**config.mk**
```make
export PLATFORM = sky130hd
export DESIGN_NAME = n_to_one_mux_arb
export DESIGN_NICKNAME = d
export VERILOG_FILES = /design/src/rtl/n_to_one_mux_arb_pkg.sv /design/src/rtl/n_to_one_mux_arb_rr_priority_picker.sv /design/src/rtl/n_to_one_mux_arb.sv
export SDC_FILE = /design/constraint.sdc
export NUM_CORES = 1
export LEC_CHECK = 0
export ABC_CLOCK_PERIOD_IN_PS = 1970
export BUFFER_PORTS_ARGS = -buffer_cell sky130_fd_sc_hd__buf_2
export CORE_UTILIZATION = 38
export DETAILED_ROUTE_END_ITERATION = 8
export GPL_TIMING_DRIVEN = 0
export PLACE_DENSITY = 0.79
export SLEW_MARGIN = 0
export SYNTH_ARGS = -nofsm -noshare
export SYNTH_HDL_FRONTEND = slang
export SYNTH_SLANG_ARGS = --single-unit
```
**constraint.sdc**
```tcl
create_clock -name clk -period 1.97 [get_ports clk]
set_clock_uncertainty 0.2 [all_clocks]
set_input_delay 0.197 -clock clk [delete_from_list [all_inputs] [get_ports clk]]
set_output_delay 0.197 -clock clk [all_outputs]
set_load 0.02 [all_outputs]
```
**src/rtl/n_to_one_mux_arb_pkg.sv**
```systemverilog
// mux_pkg: mode encodings and select-width helper shared by the mux/arbiter blocks.
package mux_pkg;
  localparam logic MODE_FIXED = 1'b0;
  localparam logic MODE_RR = 1'b1;
  function automatic int clog2(input int n);
    int r;
    r = 0;
    while ((1 << r) < n) r++;
    return (r < 1) ? 1 : r;
  endfunction
endpackage

```
**src/rtl/n_to_one_mux_arb_rr_priority_picker.sv**
```systemverilog
// rr_priority_picker: first set request at or after the pointer, wrapping around.
module rr_priority_picker
  import mux_pkg::*;
#(
  parameter int N = 4,
  localparam int SEL_W = clog2(N)
) (
  input  logic [N-1:0]     i_req,
  input  logic [SEL_W-1:0] i_ptr,
  output logic [SEL_W-1:0] o_grant,
  output logic             o_grant_valid
);
  int j;
  always_comb begin
    o_grant = '0;
    o_grant_valid = 1'b0;
    j = 0;
    for (int i = 0; i < N; i++) begin
      j = int'(i_ptr) + i;
      j = (j >= N) ? j - N : j;
      if (!o_grant_valid && i_req[j]) begin
        o_grant = SEL_W'(j);
        o_grant_valid = 1'b1;
      end
    end
  end
endmodule

```
**src/rtl/n_to_one_mux_arb.sv**
```systemverilog
// n_to_one_mux_arb: N-channel valid/ready mux with fixed or round-robin selection
// feeding a single registered output stage.
module n_to_one_mux_arb
  import mux_pkg::*;
#(
  parameter int WIDTH = 32,
  parameter int N = 4,
  localparam int SEL_W = clog2(N)
) (
  input  logic               clk,
  input  logic               reset,
  input  logic               mode,
  input  logic [SEL_W-1:0]   sel,
  input  logic [N-1:0]       in_valid,
  input  logic [N*WIDTH-1:0] in_data,
  output logic [N-1:0]       in_ready,
  output logic               out_valid,
  output logic [WIDTH-1:0]   out_data,
  output logic [SEL_W-1:0]   out_chan,
  input  logic               out_ready
);
  logic [SEL_W-1:0] r_ptr;
  logic [SEL_W-1:0] w_rr_g;
  logic             w_rr_v;
  logic [N-1:0]     w_req_sh;
  logic             w_fix_v;
  logic [SEL_W-1:0] w_gnt;
  logic             w_gnt_v;
  logic             w_can_load;
  logic             w_xfer;

  rr_priority_picker #(.N(N)) u_pick (
    .i_req(in_valid),
    .i_ptr(r_ptr),
    .o_grant(w_rr_g),
    .o_grant_valid(w_rr_v)
  );

  // Out-of-range sel (non power-of-2 N) simply yields no grant.
  assign w_req_sh = in_valid >> sel;
  assign w_fix_v = (int'(sel) < N) && w_req_sh[0];
  assign w_gnt = (mode == MODE_RR) ? w_rr_g : sel;
  assign w_gnt_v = (mode == MODE_RR) ? w_rr_v : w_fix_v;
  assign w_can_load = ~out_valid | out_ready;
  assign w_xfer = w_gnt_v & w_can_load & ~reset;
  assign in_ready = w_xfer ? N'(1) << w_gnt : '0;

  always_ff @(posedge clk or posedge reset) begin
    if (reset) begin
      out_valid <= 1'b0;
      out_data <= '0;
      out_chan <= '0;
      r_ptr <= '0;
    end else begin
      if (w_xfer) begin
        out_valid <= 1'b1;
        out_data <= in_data[w_gnt*WIDTH +: WIDTH];
        out_chan <= w_gnt;
      end else if (out_ready) begin
        out_valid <= 1'b0;
      end
      if (w_xfer && mode == MODE_RR)
        r_ptr <= (w_gnt == SEL_W'(N - 1)) ? '0 : w_gnt + 1'b1;
    end
  end
endmodule

```
* Yosys cells after proc, flatten, opt, wreduce, memory -nomap -nowiden
Index checks and enable logic that the tools add are counted.
** Storage, ports and cells
- Flip-flop bits (word level) :: 37
- Input bits :: 138
- Word-level logic and storage cells :: 67
** Cells by class
- Add/sub/neg operators :: 8
- $lt $le $gt $ge :: 8
- Equality and inequality tests :: 1
- Shifts and indexed selects :: 3
- Mux-type cells :: 30
- Bitwise gates (word level) :: 5
- Reductions and logical operators :: 8
** Operator list (number)
- $lt A32 B4 Y1 const B :: 4
- $mux W32 :: 4
- $shiftx A128 B8 Y32 :: 1
- $ge A32 B4 Y1 const B :: 3
- $sub A32 B4 Y32 const B :: 3
- $mux W1 :: 15
- $mux W2 :: 6
- $bmux W1 S2 :: 4
- $add A2 B2 Y3 const B :: 2
- $logic_and A1 B1 Y1 :: 4
- $mux W4 :: 1
- $shl A1 B2 Y4 const A :: 1
- $shr A4 B2 Y1 :: 1
- $sub A2 B3 Y4 const B :: 1
- $add A2 B1 Y3 const B :: 1
- $ge A2 B3 Y1 const B :: 1
- $logic_not A1 Y1 :: 3
- $add A2 B1 Y2 const B :: 1
- $and A1 B1 Y1 :: 2
- $eq A2 B2 Y1 const B :: 1
- $not A1 Y1 :: 2
- $reduce_bool A2 Y1 :: 1
- $or A1 B1 Y1 :: 1

* Depth between registers and ports, before layout
Gate-level depths: netlist (run 1).
- Depth after elaboration :: 19
- Mapped depth :: 8

* By module
A second synthesis (run 1) with hierarchy kept.
** Unflattened totals
- Cell total of the unflattened synthesis :: 160
- Area total of the unflattened synthesis :: 2402.3 µm²
** Modules (own cells, without submodules)
- n_to_one_mux_arb :: instances 1, cells an instance 145, area an instance 2324.7 µm², sequential area each 925.9 µm²
- rr_priority_picker :: instances 1, cells an instance 15, area an instance 77.6 µm², sequential area each 0.0 µm²

* Least setup slack after synthesis (run 1)
No wires, ideal clock.
- Path kind :: register -> output
- Start point :: reg out_valid
- End point :: out in_ready[1]
- Arrival time :: 1.753 ns
- Data required time :: 1.573 ns
- Slack :: -0.180 ns
- Cell stages (with the launch flop) :: 9
- Cell sequence :: dfrtp_1 nor2b_1 nor2_1 o211ai_2 buf_6 or2_1 buf_6 buf_6 nor2_1
** On the way
- Word-level cells in the longest chain between the ends :: 5
** Ends and longest elaborated chain
- start: declaration :: RTL line n_to_one_mux_arb.sv:17 : output logic out_valid,
- start signal: assignment :: RTL line n_to_one_mux_arb.sv:50 : out_valid <= 1'b0;
- start signal: assignment :: RTL line n_to_one_mux_arb.sv:56 : out_valid <= 1'b1;
- start signal: assignment :: RTL line n_to_one_mux_arb.sv:60 : out_valid <= 1'b0;
- $not A1 Y1 :: RTL line n_to_one_mux_arb.sv:44 : assign w_can_load = ~out_valid | out_ready;
- $or A1 B1 Y1 :: RTL line n_to_one_mux_arb.sv:44
- $and A1 B1 Y1 (2 in a row) :: RTL line n_to_one_mux_arb.sv:45 : assign w_xfer = w_gnt_v & w_can_load & ~reset;
- $mux W4 :: RTL line n_to_one_mux_arb.sv:46 : assign in_ready = w_xfer ? N'(1) << w_gnt : '0;
- end: declaration :: RTL line n_to_one_mux_arb.sv:16 : output logic [N-1:0] in_ready,
Every way passes these cells.

* Final worst setup path (run 1)
- Start point :: reg r_ptr[1]
- End point :: out in_ready[2]
** On the way
- Word-level cells in the longest chain between the ends :: 19
- Elaborated cells between the ends (all ways) :: 47
- Classes of those cells :: 7 x add/sub; 4 x order compare; 1 x shift; 27 x mux; 2 x bitwise; 6 x reduce/logical
** Ends and longest elaborated chain
- start: declaration :: RTL line n_to_one_mux_arb.sv:22 : logic [SEL_W-1:0] r_ptr;
- start signal: assignment :: RTL line n_to_one_mux_arb.sv:63 : r_ptr <= (w_gnt == SEL_W'(N - 1)) ? '0 : w_gnt + 1'b1;
- branches (longest 18 deep; another with $sub A32 B4 Y32)
- $mux W4 * :: RTL line n_to_one_mux_arb.sv:46
Every way passes the cells marked *. The select of a mux whose other input is x is not followed.

==> results of run 1 <==
==> area by class of cell <==
| class | count | share of cell area, % |
|---|---|---|
| multi-input combinational | 165 | 44.41 |
| timing repair buffer | 198 | 25.87 |
| sequential | 37 | 19.79 |
| buffer | 20 | 5.848 |
| tap | 77 | 2.056 |
| clock buffer | 8 | 1.709 |
| inverter | 4 | 0.3204 |
==> metrics by stage <==
step | hold WS [ns] | setup WS, ns | power (W) | std cells
6_report | 0.005349 | -0.3032 | 0.004265 | 509
2_1_floorplan | 0.1767 | -0.03278 | 0.002354 | 226
4_1_cts | 0.01385 | -0.2618 | 0.003639 | 500
3_5_place_dp | 0.2011 | -0.2101 | 0.002929 | 479
3_3_place_gp | 0.2635 | -0.2022 | 0.002883 | 479
5_1_grt | 0.005591 | -0.3869 | 0.004480 | 509
==> kinds of logic after synthesis <==
group,share of synthesized area [%]
muxes,25.95
AOI/OAI and AO/OA,21.71
DFF,35.63
xor gates and xnor gates,0.3371
buffers and inverters,7.703
and+or+nand+nor,8.666
==> synth_stat cells <==
master / count
mux2i_1: 64
dfrtp_1: 37
nand2_1: 36
o221ai_2: 29
buf_6: 12
inv_1: 4
nand2b_1: 4
nor2_1: 4
nor2b_1: 4
o221ai_1: 4
buf_4: 3
o21ai_1: 3
a21oi_1: 2
clkbuf_1: 2
clkbuf_4: 2
a211o_1: 1
a211oi_1: 1
a21boi_1: 1
a21oi_2: 1
buf_2: 1
mux2_2: 1
mux4_2: 1
nand3_1: 1
nand3b_1: 1
nor4_1: 1
o211ai_2: 1
o21ai_0: 1
o22ai_1: 1
o22ai_2: 1
or2_1: 1
xor2_1: 1
==> cells in the final DEF (no fill, tap or decap), types with 4 or more instances in the layout <==
master and n:
mux2i_4 39, mux2i_1 12, mux2i_2 13, clkbuf_8 5, clkbuf_16 7, nand2b_1 4, buf_2 173, nand2_1 36
buf_12 9, buf_4 13, clkbuf_1 5, o21ai_1 4, o221ai_2 30, buf_6 12, dfrtp_1 36
==> state kept, by name, summed over array words and instances (netlist names) <==
name       count
out_valid      1
r_ptr          2
out_data      32
out_chan       2
==> where the power goes <==
part,internal (W),switching [W],leakage [nW]
Combinational,0.00132,0.00128,1.62
Sequential,0.00100,0.000148,0.456
Clock,0.000252,0.000267,0.0395
Total,0.00257,0.00169,2.12
==> critical path: cells and delay by family (launching register included) <==
family / cells / cell delay [ns]
AO/OA/AOI/OAI: 3 / 0.59
buffers and inverters: 3 / 0.39
flip-flops: 1 / 0.47
AND/OR/NAND/NOR: 1 / 0.12
==> routing by layer <==
layer / track usage [%] / vias up
li1: - / 1278
met1: 26.35 / 1296
met2: 42.28 / 155
met3: 4.720 / 24
met4: 5.085 / 0
met5: 0 / -
==> worst paths after layout <==
check / start / slack [ns] / to / cells past startpoint
min in group asynchronous: reset / 0.43 / r_ptr[0] / 3
max reg2reg: r_ptr[1] / -0.27 / out_data[22] / 9
min reg2reg: out_data[7] / 0.28 / out_data[7] / 2
max: r_ptr[1] / -0.30 / in_ready[2] / 7
min: in_data[61] / 0.005 / out_data[29] / 3
max in group asynchronous: reset / 0.58 / r_ptr[1] / 3
==> timing repair <==
action                                 4_1_cts  5_1_grt
setup endpoints to repair                   37       37
gates cloned                                 0        7
endpoints found under the hold margin       37        0
hold buffers                                 1        0
resized for setup                           49       92
pin swaps                                    7       11
setup buffers                               12        2
==> impl_metrics.py, run 1 <==
metrics = {
    "synth": {
        "synth_cell_types": 31,
        "syn_avg_cell_area_sq_um": 11.50,
        "synth_cells": 226,
        "ys.warnings.count": 0,
        "synth.yosys.seq_area_share_pct": 35.63,
        "synth_nets": 364,
        "synth_top_cell_by_area": "dfrtp_1",
        "syn_area_sq_um": 2599,
        "ys_seq_elements": 37,
        "yosysTopAreaCellShare_pct": 35.63,
        "synth_area_leaders": "dfrtp_1 (36%), mux2i_1 (25%), o221ai_2 (17%)",
    },
    "floorplanning": {
        "io_pins": 177,
        "core_area_sq_um": 6459,
        "rows": 29,
        "die_h_microns": 84.70,
        "dieArea_sq_um": 7173,
        "initial_core_util_pct": 40.24,
        "die_w_microns": 84.70,
    },
    "setup_path": {
        "cpMostUsedCell": "buf_6",
        "endpoint_kind": "primary output",
        "slowest_delay_ns": 0.47,
        "cp_slowest_cell": "dfrtp_2",
        "crit_chain": "a211o_1 > a21oi_2 > o22ai_2 > buf_6 > buf_8 > nor2b_4 > buf_6",
        "cp.required_ns": 1.57,
        "critPathLaunchType": "flip-flop",
        "critical_path_arrival_ns": 1.88,
        "cp_max_fo": 7,
        "path_class": "reg2out",
    },
    "final_layout": {
        "drive_gt1_share_pct": 74.07,
        "diodes": 0,
        "ff_latch_area_sq_um": 927.1,
        "fillCellCount": 459,
        "synthToLayoutAreaGrowth_pct": 80.31,
        "multiInputGateArea_sq_um": 2081,
        "fin_area_sq_um": 4686,
        "layout.nets": 569,
        "fin_util_pct": 72.55,
    },
    "cts": {
        "clkLatencyLatePin_ns": 0.29,
        "path_clk_slew_ns": 0.08,
        "root_buffer": "clkbuf_8",
        "htreeDepth": 2,
        "cts_num_sinks": 37,
        "numCtsBuffers": 5,
        "cts_tree": "built",
        "cts_buffer_depth": 2,
    },
    "routing": {
        "num_vias": 2753,
        "firstDrtPassIters": 9,
        "wl_microns": 9341,
        "drc": 14,
        "antenna_left": 0,
        "viasPerCell": 5.409,
        "wl_met1_microns": 3534,
        "top_layer": "met4",
        "routedWlPerCell_microns": 18.35,
        "wl_met3_microns": 634,
        "drt-initial-drc-count": 100,
        "wl_met2_microns": 4998,
    },
    "grt": {
        "grt_max_degree": 38,
        "grt_pass1_vias": 2748,
        "track_usage_pct": 22.58,
        "gr-total-overflow": 0,
        "grt_pass1_wl_microns": 12830,
        "antenna_found_initial": 0,
    },
    "timing": {
        "fin_ws_ns": -0.3032,
        "setup_tns_ns": -7.239,
        "period_minus_slack_ns": 2.273,
        "fmax_ghz": 0.4399,
        "rsz0062_at_grt": "yes",
        "timing_hold_violations_final": 0,
        "finalMaxSlewViolations": 0,
        "setup_viol": 37,
        "relSlewSlack_pct": 47.92,
        "worst_pin_slew_ns": 0.7801,
        "finalCritPeriodShare_pct": 115.4,
    },
    "pwr": {
        "peakVddDrop_v": 0.0004969,
        "leakage_nw": 2.120,
        "p_per_area_nw_per_um2": 910.2,
    },
    "place": {
        "place.gp.congestion": 0.7780,
        "dpl_cell_area_sq_um": 3588,
        "hpwlAfterDp_microns": 5706,
        "io_buffer_count": 176,
    },
    "run_status": {
        "outcome": "finished with violations",
        "violations": "design-rule violations, negative setup slack",
    },
    "flow_run": {
        "max-cap-violations": 0,
    },
    "worst_hold_path": {
        "hp-class": "in2reg",
    },
}
Note: power is estimated with default switching activity, not from simulation.
==> inputs of run 2 (changes only) <==
--- a/config.mk
+++ b/config.mk
@@ -11,6 +11,7 @@
 export DETAILED_ROUTE_END_ITERATION = 8
 export GPL_TIMING_DRIVEN = 0
 export PLACE_DENSITY = 0.79
+export SKIP_LAST_GASP = 1
 export SLEW_MARGIN = 0
 export SYNTH_ARGS = -nofsm -noshare
 export SYNTH_HDL_FRONTEND = slang
==> run 2 against run 1 <==
Effect of this change: the flow still finishes with violations (design-rule violations, negative setup slack); global-route usage stayed put; design area is 0.27% lower; final cell count stayed put; largest power group unchanged; sequential power hardly changed.
==> impl_metrics.py, run 2 (synthesis results as in run 1) <==
metrics = {
    "grt": {
        "track_usage_pct": 22.58,
        "grt_pass1_vias": 2748,
        "grt_max_degree": 38,
        "gr-total-overflow": 0,
        "antenna_found_initial": 0,
        "grt_pass1_wl_microns": 12830,
    },
    "place": {
        "hpwlAfterDp_microns": 5706,
        "dpl_worst_slack_ns": -0.2101,
        "place.gp.congestion": 0.7780,
        "io_buffer_count": 176,
    },
    "setup_path": {
        "path_class": "reg2out",
        "critPathLaunchType": "flip-flop",
        "reg2reg_slack_ns": -0.27,
        "cp_max_fo": 7,
        "endpoint_kind": "primary output",
        "critical_path_arrival_ns": 1.87,
        "cp.required_ns": 1.57,
    },
    "timing": {
        "finalCritPeriodShare_pct": 115.2,
        "finalMaxSlewViolations": 0,
        "worst_pin_slew_ns": 0.7911,
        "setup_viol": 37,
        "period_minus_slack_ns": 2.269,
        "worst_hold_slack_ns": 0.006519,
        "rsz0062_at_grt": "yes",
        "fmax_ghz": 0.4406,
        "fin_ws_ns": -0.2994,
        "timing_hold_violations_final": 0,
        "setup_tns_ns": -7.099,
        "relSlewSlack_pct": 47.18,
    },
    "routing": {
        "num_vias": 2716,
        "wl_microns": 9330,
        "firstDrtPassIters": 9,
        "routedWlPerCell_microns": 18.33,
        "viasPerCell": 5.336,
        "drc": 14,
        "antenna_left": 0,
        "drt-initial-drc-count": 94,
    },
    "floorplanning": {
        "initial_core_util_pct": 40.24,
        "core_area_sq_um": 6459,
        "die_h_microns": 84.70,
        "rows": 29,
        "dieArea_sq_um": 7173,
        "die_w_microns": 84.70,
        "io_pins": 177,
    },
    "worst_hold_path": {
        "hp-class": "in2reg",
    },
    "cts": {
        "cts_num_sinks": 37,
        "path_clk_slew_ns": 0.08,
        "cts_tree": "built",
        "root_buffer": "clkbuf_8",
        "htreeDepth": 2,
        "clkLatencyLatePin_ns": 0.29,
        "numCtsBuffers": 5,
        "cts_buffer_depth": 2,
    },
    "run_status": {
        "outcome": "finished with violations",
        "violations": "design-rule violations, negative setup slack",
    },
    "final_layout": {
        "final_cell_mix": "buf_2 (173), mux2i_4 (38), nand2_1 (36), dfrtp_1 (36), o221ai_2 (30)",
        "top_regs": "out_data x32, out_chan x2, r_ptr x2",
        "top_register": "out_data",
        "fillCellCount": 462,
        "layout.nets": 569,
        "fin_util_pct": 72.36,
        "largest_register_ffs": 32,
        "drive_gt1_share_pct": 73.84,
        "layout_commonest_cell": "buf_2",
        "synthToLayoutAreaGrowth_pct": 79.83,
        "diodes": 0,
    },
    "pwr": {
        "p_sw_w": 0.001688,
        "netSwitchingFraction_pct": 39.66,
        "p_per_area_nw_per_um2": 911.0,
        "peakVddDrop_v": 0.0005318,
        "p_comb_share_pct": 60.7,
        "clock_power_share_pct": 12.2,
        "leakage_nw": 2.121,
        "sequentialPowerShare_pct": 27.0,
        "p_int_w": 0.002569,
    },
    "flow_run": {
        "max-cap-violations": 0,
    },
}
==> run 2: cell types whose count changed in the layout (fill, tap and decap cells not counted) <==
| cell | before | now |
|---|---|---|
| mux2i_4 | 39 | 38 |
| mux2i_1 | 12 | 13 |
==> run 2: area by class of cell <==
cell class	count	area [sq um]	share of cell area, %
Buffer	20	274.0	5.863
Clock buffer	8	80.08	1.714
Inverter	4	15.01	0.3213
Multi-Input combinational cell	165	2068	44.26
Sequential cell	37	927.1	19.84
Tap cell	77	96.34	2.062
Timing Repair Buffer	198	1212	25.94
==> run 2: path summary, 6_finish.rpt <==
kind,from,endpoint,depth (start not counted)
min reg2reg,out_data[7],out_data[7],2
min,in_data[61],out_data[29],3
min in group asynchronous,reset,r_ptr[0],3
max,r_ptr[1],in_ready[2],7
max reg2reg,r_ptr[1],out_data[23],9
max in group asynchronous,reset,r_ptr[1],3
==> run 2: per-stage QoR <==
step	std cells	power (W)	cell area, sq um
after CTS	500	0.003639	3970
final	509	0.004257	4673
after floorplan	226	0.002354	2611
after global routing	509	0.004475	4673
after global placement	479	0.002883	3588
after detailed placement	479	0.002929	3588
==> run 2: what timing repair did <==
action / CTS / global route
endpoints found under the hold margin: 37 / 0
buffers inserted: 12 / 2
resized for setup: 49 / 90
gates cloned: 0 / 7
pin swaps: 7 / 11
hold buffers: 1 / 0
endpoints found under the setup margin: 37 / 37
==> run 2: worst max-delay path, stage by stage (launching register included) <==
cell     delay (ns)
dfrtp_2        0.47
a211o_1        0.32
a21oi_2        0.17
o22ai_2        0.09
buf_6          0.14
buf_8          0.13
nor2b_4        0.12
buf_6          0.12
==> run 2: power groups by stage <==
stage                     logic, W  registers, W  clock network (W)
after floorplan           0.000927       0.00143                  0
after global placement     0.00175       0.00114                  0
after detailed placement   0.00179       0.00114                  0
after CTS                  0.00197       0.00114           0.000526
after global routing       0.00273       0.00118           0.000566
final                      0.00259       0.00115           0.000520
==> run 2: routing by layer <==
metal | vias up | GRT usage [%] | part of all wire, %
met3 | 20 | 4.720 | 6.4
met5 | - | 0 | 0
met1 | 1292 | 26.35 | 38
li1 | 1274 | - | -
met4 | 0 | 5.085 | 1.8
met2 | 130 | 42.28 | 53
